## config.mk

```make
export PLATFORM = sky130hd
export DESIGN_NAME = axi2apb_ctrl
export DESIGN_NICKNAME = d
export VERILOG_FILES = /design/src/rtl/axi2apb_ctrl.sv
export SDC_FILE = /design/constraint.sdc
export NUM_CORES = 1
export LEC_CHECK = 0
export CAP_MARGIN = 40
export CORE_UTILIZATION = 44
export CTS_BUF_LIST = sky130_fd_sc_hd__clkbuf_4
export DETAILED_ROUTE_END_ITERATION = 16
export PLACE_DENSITY = 0.89
export SYNTH_ARGS = -nofsm -noshare
export SYNTH_HDL_FRONTEND = slang
export SYNTH_SLANG_ARGS = --single-unit
```

## constraint.sdc

```tcl
create_clock -name clk -period 2.85 [get_ports clk]
set_input_delay 0.57 -clock clk [delete_from_list [all_inputs] [get_ports clk]]
set_output_delay 0.57 -clock clk [all_outputs]
set_load 0.01 [all_outputs]
```

## src/rtl/axi2apb_ctrl.sv

```systemverilog
// axi2apb_ctrl: APB master sequencer driving axi2apb_mux select/index from a one-at-a-time command.
// Latency: accept -> SETUP -> ACCESS (+1 per wait state) -> CAPTURE -> RESP, rsp_valid 4 cycles after accept.
// Backpressure: single transfer in flight; cmd_ready stays low until the response handshakes on rsp_ready.
module axi2apb_ctrl #(
  parameter int MUX_LSB = 12,
  parameter int TIMEOUT = 256
) (
  input  logic        clk,
  input  logic        rst,
  input  logic        cmd_valid,
  output logic        cmd_ready,
  input  logic [31:0] cmd_addr,
  input  logic        cmd_write,
  input  logic [31:0] cmd_wdata,
  input  logic [3:0]  cmd_strb,
  output logic        rsp_valid,
  input  logic        rsp_ready,
  output logic [31:0] rsp_rdata,
  output logic        rsp_err,
  output logic [31:0] paddr,
  output logic        pwrite,
  output logic [31:0] pwdata,
  output logic [3:0]  pstrb,
  output logic        penable,
  output logic        ctrl_psel,
  output logic [3:0]  ctrl_addr_mux,
  input  logic        ctrl_pready,
  input  logic [31:0] ctrl_prdata,
  input  logic        ctrl_pslverr
);

  localparam logic [2:0] S_IDLE    = 3'd0;
  localparam logic [2:0] S_SETUP   = 3'd1;
  localparam logic [2:0] S_ACCESS  = 3'd2;
  localparam logic [2:0] S_CAPTURE = 3'd3;
  localparam logic [2:0] S_RESP    = 3'd4;

  // Counter needs at least one bit even when the watchdog is disabled.
  localparam int            CW     = (TIMEOUT > 0) ? $clog2(TIMEOUT + 1) : 1;
  localparam logic [CW-1:0] C_LAST = (TIMEOUT > 0) ? CW'(TIMEOUT - 1) : '0;
  localparam logic [CW-1:0] C_MAX  = '1;

  logic [2:0]    r_state;
  logic [2:0]    w_state_nxt;
  logic          r_cmd_ready;
  logic [CW-1:0] r_wd_cnt;
  logic [31:0]   r_paddr;
  logic          r_pwrite;
  logic [31:0]   r_pwdata;
  logic [3:0]    r_pstrb;
  logic [3:0]    r_addr_mux;
  logic [31:0]   r_rsp_rdata;
  logic          r_rsp_err;
  logic          w_accept;
  logic          w_timeout;

  // r_cmd_ready is only ever high in IDLE, so it doubles as the accept qualifier.
  assign w_accept  = r_cmd_ready & cmd_valid;
  assign w_timeout = (TIMEOUT != 0) && !ctrl_pready && (r_wd_cnt == C_LAST);

  // Next-state decode for the APB setup/access sequence.
  always_comb begin
    w_state_nxt = r_state;
    case (r_state)
      S_IDLE:    if (w_accept) w_state_nxt = S_SETUP;
      S_SETUP:   w_state_nxt = S_ACCESS;
      S_ACCESS: begin
        if (ctrl_pready)    w_state_nxt = S_CAPTURE;
        else if (w_timeout) w_state_nxt = S_RESP;
      end
      S_CAPTURE: w_state_nxt = S_RESP;
      S_RESP:    if (rsp_ready) w_state_nxt = S_IDLE;
      default:   w_state_nxt = S_IDLE;
    endcase
  end

  // State register; cmd_ready is registered so it reads 0 throughout reset.
  always_ff @(posedge clk) begin
    if (rst) begin
      r_state     <= S_IDLE;
      r_cmd_ready <= 1'b0;
    end else begin
      r_state     <= w_state_nxt;
      r_cmd_ready <= (w_state_nxt == S_IDLE);
    end
  end

  // Watchdog: cleared in SETUP (entry to ACCESS), counts non-ready ACCESS cycles, saturates.
  always_ff @(posedge clk) begin
    if (rst) begin
      r_wd_cnt <= '0;
    end else if (r_state == S_SETUP) begin
      r_wd_cnt <= '0;
    end else if ((r_state == S_ACCESS) && !ctrl_pready && (r_wd_cnt != C_MAX)) begin
      r_wd_cnt <= r_wd_cnt + CW'(1);
    end
  end

  // Command capture; fields hold from SETUP until the next accept.
  always_ff @(posedge clk) begin
    if (rst) begin
      r_paddr    <= '0;
      r_pwrite   <= 1'b0;
      r_pwdata   <= '0;
      r_pstrb    <= '0;
      r_addr_mux <= '0;
    end else if (w_accept) begin
      r_paddr    <= cmd_addr;
      r_pwrite   <= cmd_write;
      r_pwdata   <= cmd_wdata;
      r_pstrb    <= cmd_write ? cmd_strb : 4'h0;
      r_addr_mux <= cmd_addr[MUX_LSB+3:MUX_LSB];
    end
  end

  // Response capture: mux data is only valid during CAPTURE; timeout aborts with an error.
  always_ff @(posedge clk) begin
    if (rst) begin
      r_rsp_rdata <= '0;
      r_rsp_err   <= 1'b0;
    end else if (r_state == S_CAPTURE) begin
      r_rsp_rdata <= r_pwrite ? 32'h0 : ctrl_prdata;
      r_rsp_err   <= ctrl_pslverr;
    end else if ((r_state == S_ACCESS) && w_timeout) begin
      r_rsp_rdata <= 32'h0;
      r_rsp_err   <= 1'b1;
    end
  end

  assign cmd_ready     = r_cmd_ready;
  assign ctrl_psel     = (r_state == S_SETUP) || (r_state == S_ACCESS);
  assign penable       = (r_state == S_ACCESS);
  assign rsp_valid     = (r_state == S_RESP);
  assign rsp_rdata     = r_rsp_rdata;
  assign rsp_err       = r_rsp_err;
  assign paddr         = r_paddr;
  assign pwrite        = r_pwrite;
  assign pwdata        = r_pwdata;
  assign pstrb         = r_pstrb;
  assign ctrl_addr_mux = r_addr_mux;

endmodule

```

-- Word-level counts from Yosys, hierarchy flattened
Index checks and enable logic that the tools add are counted.
W data, S select, Z words.
- add/subtract/negate cells: 1
- eq/ne operators: 6
- multiplexer cells: 11
- bitwise logic cells: 1
- reduce and logical (&&, ||, !) cells: 10
- operator list (kind ; count):
    $mux W32 ; 3
    $pmux W3 S5 ; 1
    $mux W3 ; 4
    $add A9 B1 Y9 const B ; 1
    $eq A9 B8 Y1 const B ; 1
    $ne A9 B9 Y1 const B ; 1
    $eq A3 B2 Y1 const B ; 2
    $logic_not A3 Y1 ; 2
    $logic_and A1 B1 Y1 ; 4
    $mux W4 ; 1
    $eq A3 B1 Y1 const B ; 1
    $eq A3 B3 Y1 const B ; 1
    $mux W1 ; 2
    $reduce_bool A2 Y1 ; 1
    $reduce_or A2 Y1 ; 1
    $and A1 B1 Y1 ; 1
    $logic_not A1 Y1 ; 1
    $logic_or A1 B1 Y1 ; 1
- flip-flop bits (word level): 119
- input bits: 107
- output and inout port bits: 110

-- Longest topological paths before layout
- depth in word-level cells: 6
- gate-level depth with buffers: 9
- depth with buffers taken out: 8

-- Worst setup path before layout
No wires, ideal clock.
- kind: reg2reg
- from: register r_wd_cnt[0]
- to: register r_wd_cnt[4]
- data arrival time: 1.758 ns
- required time: 2.715 ns
- setup slack: 0.957 ns
- stages on the path, launching flop included: 9
- buffers on the path: 0
- period minus slack after synthesis: 1.893 ns
- cells stage by stage: dfxtp_1 -> ha_1 -> nand3_1 -> nor2_1 -> ha_1 -> or4b_4 -> nor4b_4 -> xnor2_1 -> nor2_1
- word-level cells in the longest chain between the ends: 2
- elaborated cells on any way between the ends: 3
- those cells by class: add/sub: 1; eq/ne: 1; reduce/logical: 1
- ends and longest elaborated chain (item ; line ; text):
    from (decl) ; 46 ; logic [CW-1:0] r_wd_cnt;
    from (signal assigned) ; 95 ; r_wd_cnt <= r_wd_cnt + CW'(1);
    branches (longest 2 deep; another with $add A9 B1 Y9) ; - ;
Parallel ways; which one is timed is not known.
A chain may end at the register's enable or synchronous reset.

-- Worst setup path in the final report
- from: register r_state[0]
- to: output port ctrl_psel
- word-level cells in the longest chain between the ends: 2
- elaborated cells on any way between the ends: 3
- those cells by class: eq/ne: 2; reduce/logical: 1
- ends and longest elaborated chain (item ; line ; text):
    from (decl) ; 43 ; logic [2:0] r_state;
    from (signal assigned) ; 83 ; r_state <= w_state_nxt;
    $eq A3 B1 Y1 / $eq A3 B2 Y1 (equally long branches) ; 131 ; assign ctrl_psel = (r_state == S_SETUP) || (r_state == S_ACCESS);
    $logic_or A1 B1 Y1 (*) ; 131 ;
    to (decl) ; 25 ; output logic ctrl_psel,
Mark *: on every way between the ends. The rest lies on a longest branch, timed or not.

==> out/metrics.yaml <==
run_status:
  outcome: "complete, no violations"
clocking:
  cts.sinks: 115
  clk_pin_slew_ns: 0.09
  cts_buffer_depth: 2
  htreeDepth: 4
  ctsResizeCount: 0
  hold_buffers: 0
  cts_tree: "done"
  cts_root_buffer: "clkbuf_4"
  cts_buffers: 17
  postCtsSetupBuffers: 0
  insertion_delay_ns: 0.47
route:
  route.met3.wl_um: 834
  dr.pass1.iters: 7
  wl_met2_mm: 6.456
  ant_nets: 0
  drtIter0Drc: 138
  wl_met1_mm: 4.531
  wl_mm: 12.10
  vias_per_cell: 5.114
  top_layer_used: "met4"
  wl_per_cell_um: 14.82
  drc_errors: 0
  dr_total_vias: 4178
synthesis:
  synth_top_flop_cell: "dfxtp_1"
  synth_cell_types: 34
  syn_avg_cell_area_um2: 8.453
  synthTopCellsByCount: "nand2_1, dfxtp_1, a21oi_1, nor2_1, a22oi_1"
  ys_ff_latch: 115
  synth_edf_count: 0
  yosysMostFrequentCell: "nand2_1"
  yosysWarnings: 0
  synthTopCellsByArea: "dfxtp_1, nand2_1, a21oi_1"
  synth_top_area_share_pct: 55.47
  syn-num-nets: 601
  yosysSeqAreaShare_pct: 55.47
  netlist_instances: 491
  yosysTopAreaCell: "dfxtp_1"
  syn_area_um2: 4150
  async_flop_share_pct: 0
sta:
  hold_slack_ns: 0.4519
  slew_violations: 0
  grt_setup_unrepaired: "false"
  setup_viol: 0
  tightest_slew_ns: 0.6774
  finalSetupTns_ns: 0
  hold_viol_final: 0
  fin_skew_ns: 0.01905
  max_clock_freq_mhz: 378.9
  slew_headroom_pct: 54.84
  min_period_ns: 2.640
  period_share_pct: 92.62
critical_path:
  r2r_cells: 9
  path_delay_family: "flip-flops"
  r2r_start: "r_wd_cnt[0]"
  crit_start: "r_state[0]"
  critPathCapture: "ctrl_psel"
  cp_max_fo: 15
  cp_cell_sequence: "nand2b_1, a21oi_1, clkdlybuf4s50_1"
  cp_num_buf_inv: 1
  arrival_ns: 2.07
  slowest_delay_ns: 0.71
  path_class: "register to output port"
  crit_required_ns: 2.28
  crit_slowest_cell: "dfxtp_1"
  critPathCaptureType: "output port"
  reg2reg_slack_ns: 0.76
  cp-start-kind: "register"
  worst-path-stages: 3
  timing.rr.end: "cmd_ready"
finish:
  stdcell_count: 817
  num-fill-cells: 707
  areaGrowthSynthToFinish_pct: 59.33
  fin_area_um2: 6613
  multi_input_area_um2: 1678
  drive_gt1_share_pct: 6.516
  insertedDiodeCount: 0
  regArea_um2: 2302
  nNetsFinal: 803
hold_path:
  hold_path.class: "register to register"
grt:
  grt_pass1_vias: 4085
  antenna_found_initial: 0
  track_usage_pct: 25.08
  grt-ovfl-total: 0
  grt_max_degree: 70
  grt_pass1_wl_mm: 19.52
placed_design:
  placed_cells_incl_taps: 785
  post-dp-hpwl_mm: 8.425
  io_buffers: 216
  place_area_um2: 6347
  gp_congestion: 0.7821
floorplanning:
  start_util_pct: 45.13
  core-area_um2: 9196
  die_w_um: 99.12
  ios: 217
  fp-row-count: 35
  die_area_um2: 9825
  die_h_um: 99.12
power:
  vdd_drop_max_mv: 0.3281
  power_mw: 3.396
  powerDensity_nw_per_um2: 513.6
  p_leak_nw: 2.322
flow_run:
  maxCapViolations: 0
worst min-delay path, stage by stage (launching register included):
cell     delay (ns)
dfxtp_1        0.32
nand2_1        0.05
a21oi_1        0.05
power by group:
part           internal [mW]  switching [mW]
logic                  0.311           0.234
clock network          0.537           0.591
registers               1.68          0.0468
metal layers:
layer | track usage [%] | vias up
li1 | - | 2043
met1 | 27.29 | 1945
met2 | 45.83 | 169
met3 | 8.152 | 21
met4 | 8.597 | 0
met5 | 0 | -
through the flow:
stage | util (%) | setup WS (ns)
final | 71.90 | 0.2104
after CTS | 71.90 | 0.1717
after floorplan | - | 0.9569
after global routing | 71.90 | 0.05460
after global placement | 69.02 | 0.6457
after detailed placement | 69.02 | 0.6238
layout make-up:
cell class / instances / area share [%]
inverter: 3 / 0.1703
tap: 111 / 2.100
multi-input combinational: 334 / 25.37
clock buffer: 20 / 2.271
clock inverter: 12 / 1.741
sequential: 115 / 34.82
timing repair buffer: 222 / 33.53
registers in the layout (all words and copies together) (netlist names):
register / count
r_state: 3
cmd_ready: 1
pwdata: 32
rsp_rdata: 32
pwrite: 1
rsp_err: 1
paddr: 32
r_wd_cnt: 9
pstrb: 4
placed cells by master, fill, tap and decap left out, types with 3 or more instances in the layout:
master           netlist  routed
inv_1                  3       3
clkdlybuf4s50_1        0     215
a22oi_1               32      32
nor2b_1                3       3
nand2_1              140     139
o21ai_0                3       3
clkbuf_4               0      20
buf_4                  4       6
dfxtp_1              115     115
clkinvlp_4             0       3
a21oi_1               73      73
xnor2_1                6       6
nand2b_1               4       4
ha_1                   3       3
nor2_1                42      42
clkinv_2               0       5
nand3_1                6       6
cell families after synthesis:
kind of cell	share of synthesized area [%]
DFF	55.47
and+or+nand+nor	22.10
adders and majority gates	0.9045
xor gates and xnor gates	1.266
AOI/OAI and AO/OA	15.83
buffers and inverters	4.432
how the worst min path moves through the flow:
stage / cells after the start / start / slack, ns / endpoint
floorplan: 2 / r_wd_cnt[1] / 0.47 / r_wd_cnt[1]
global placement: 2 / pstrb[0] / 0.44 / pstrb[0]
detailed placement: 2 / pstrb[3] / 0.44 / pstrb[3]
CTS: 2 / rst / 0.44 / rsp_rdata[10]
global route: 2 / rst / 0.43 / rsp_rdata[25]
finish: 2 / pstrb[3] / 0.45 / pstrb[3]
Power figures use the tool's default switching activity.
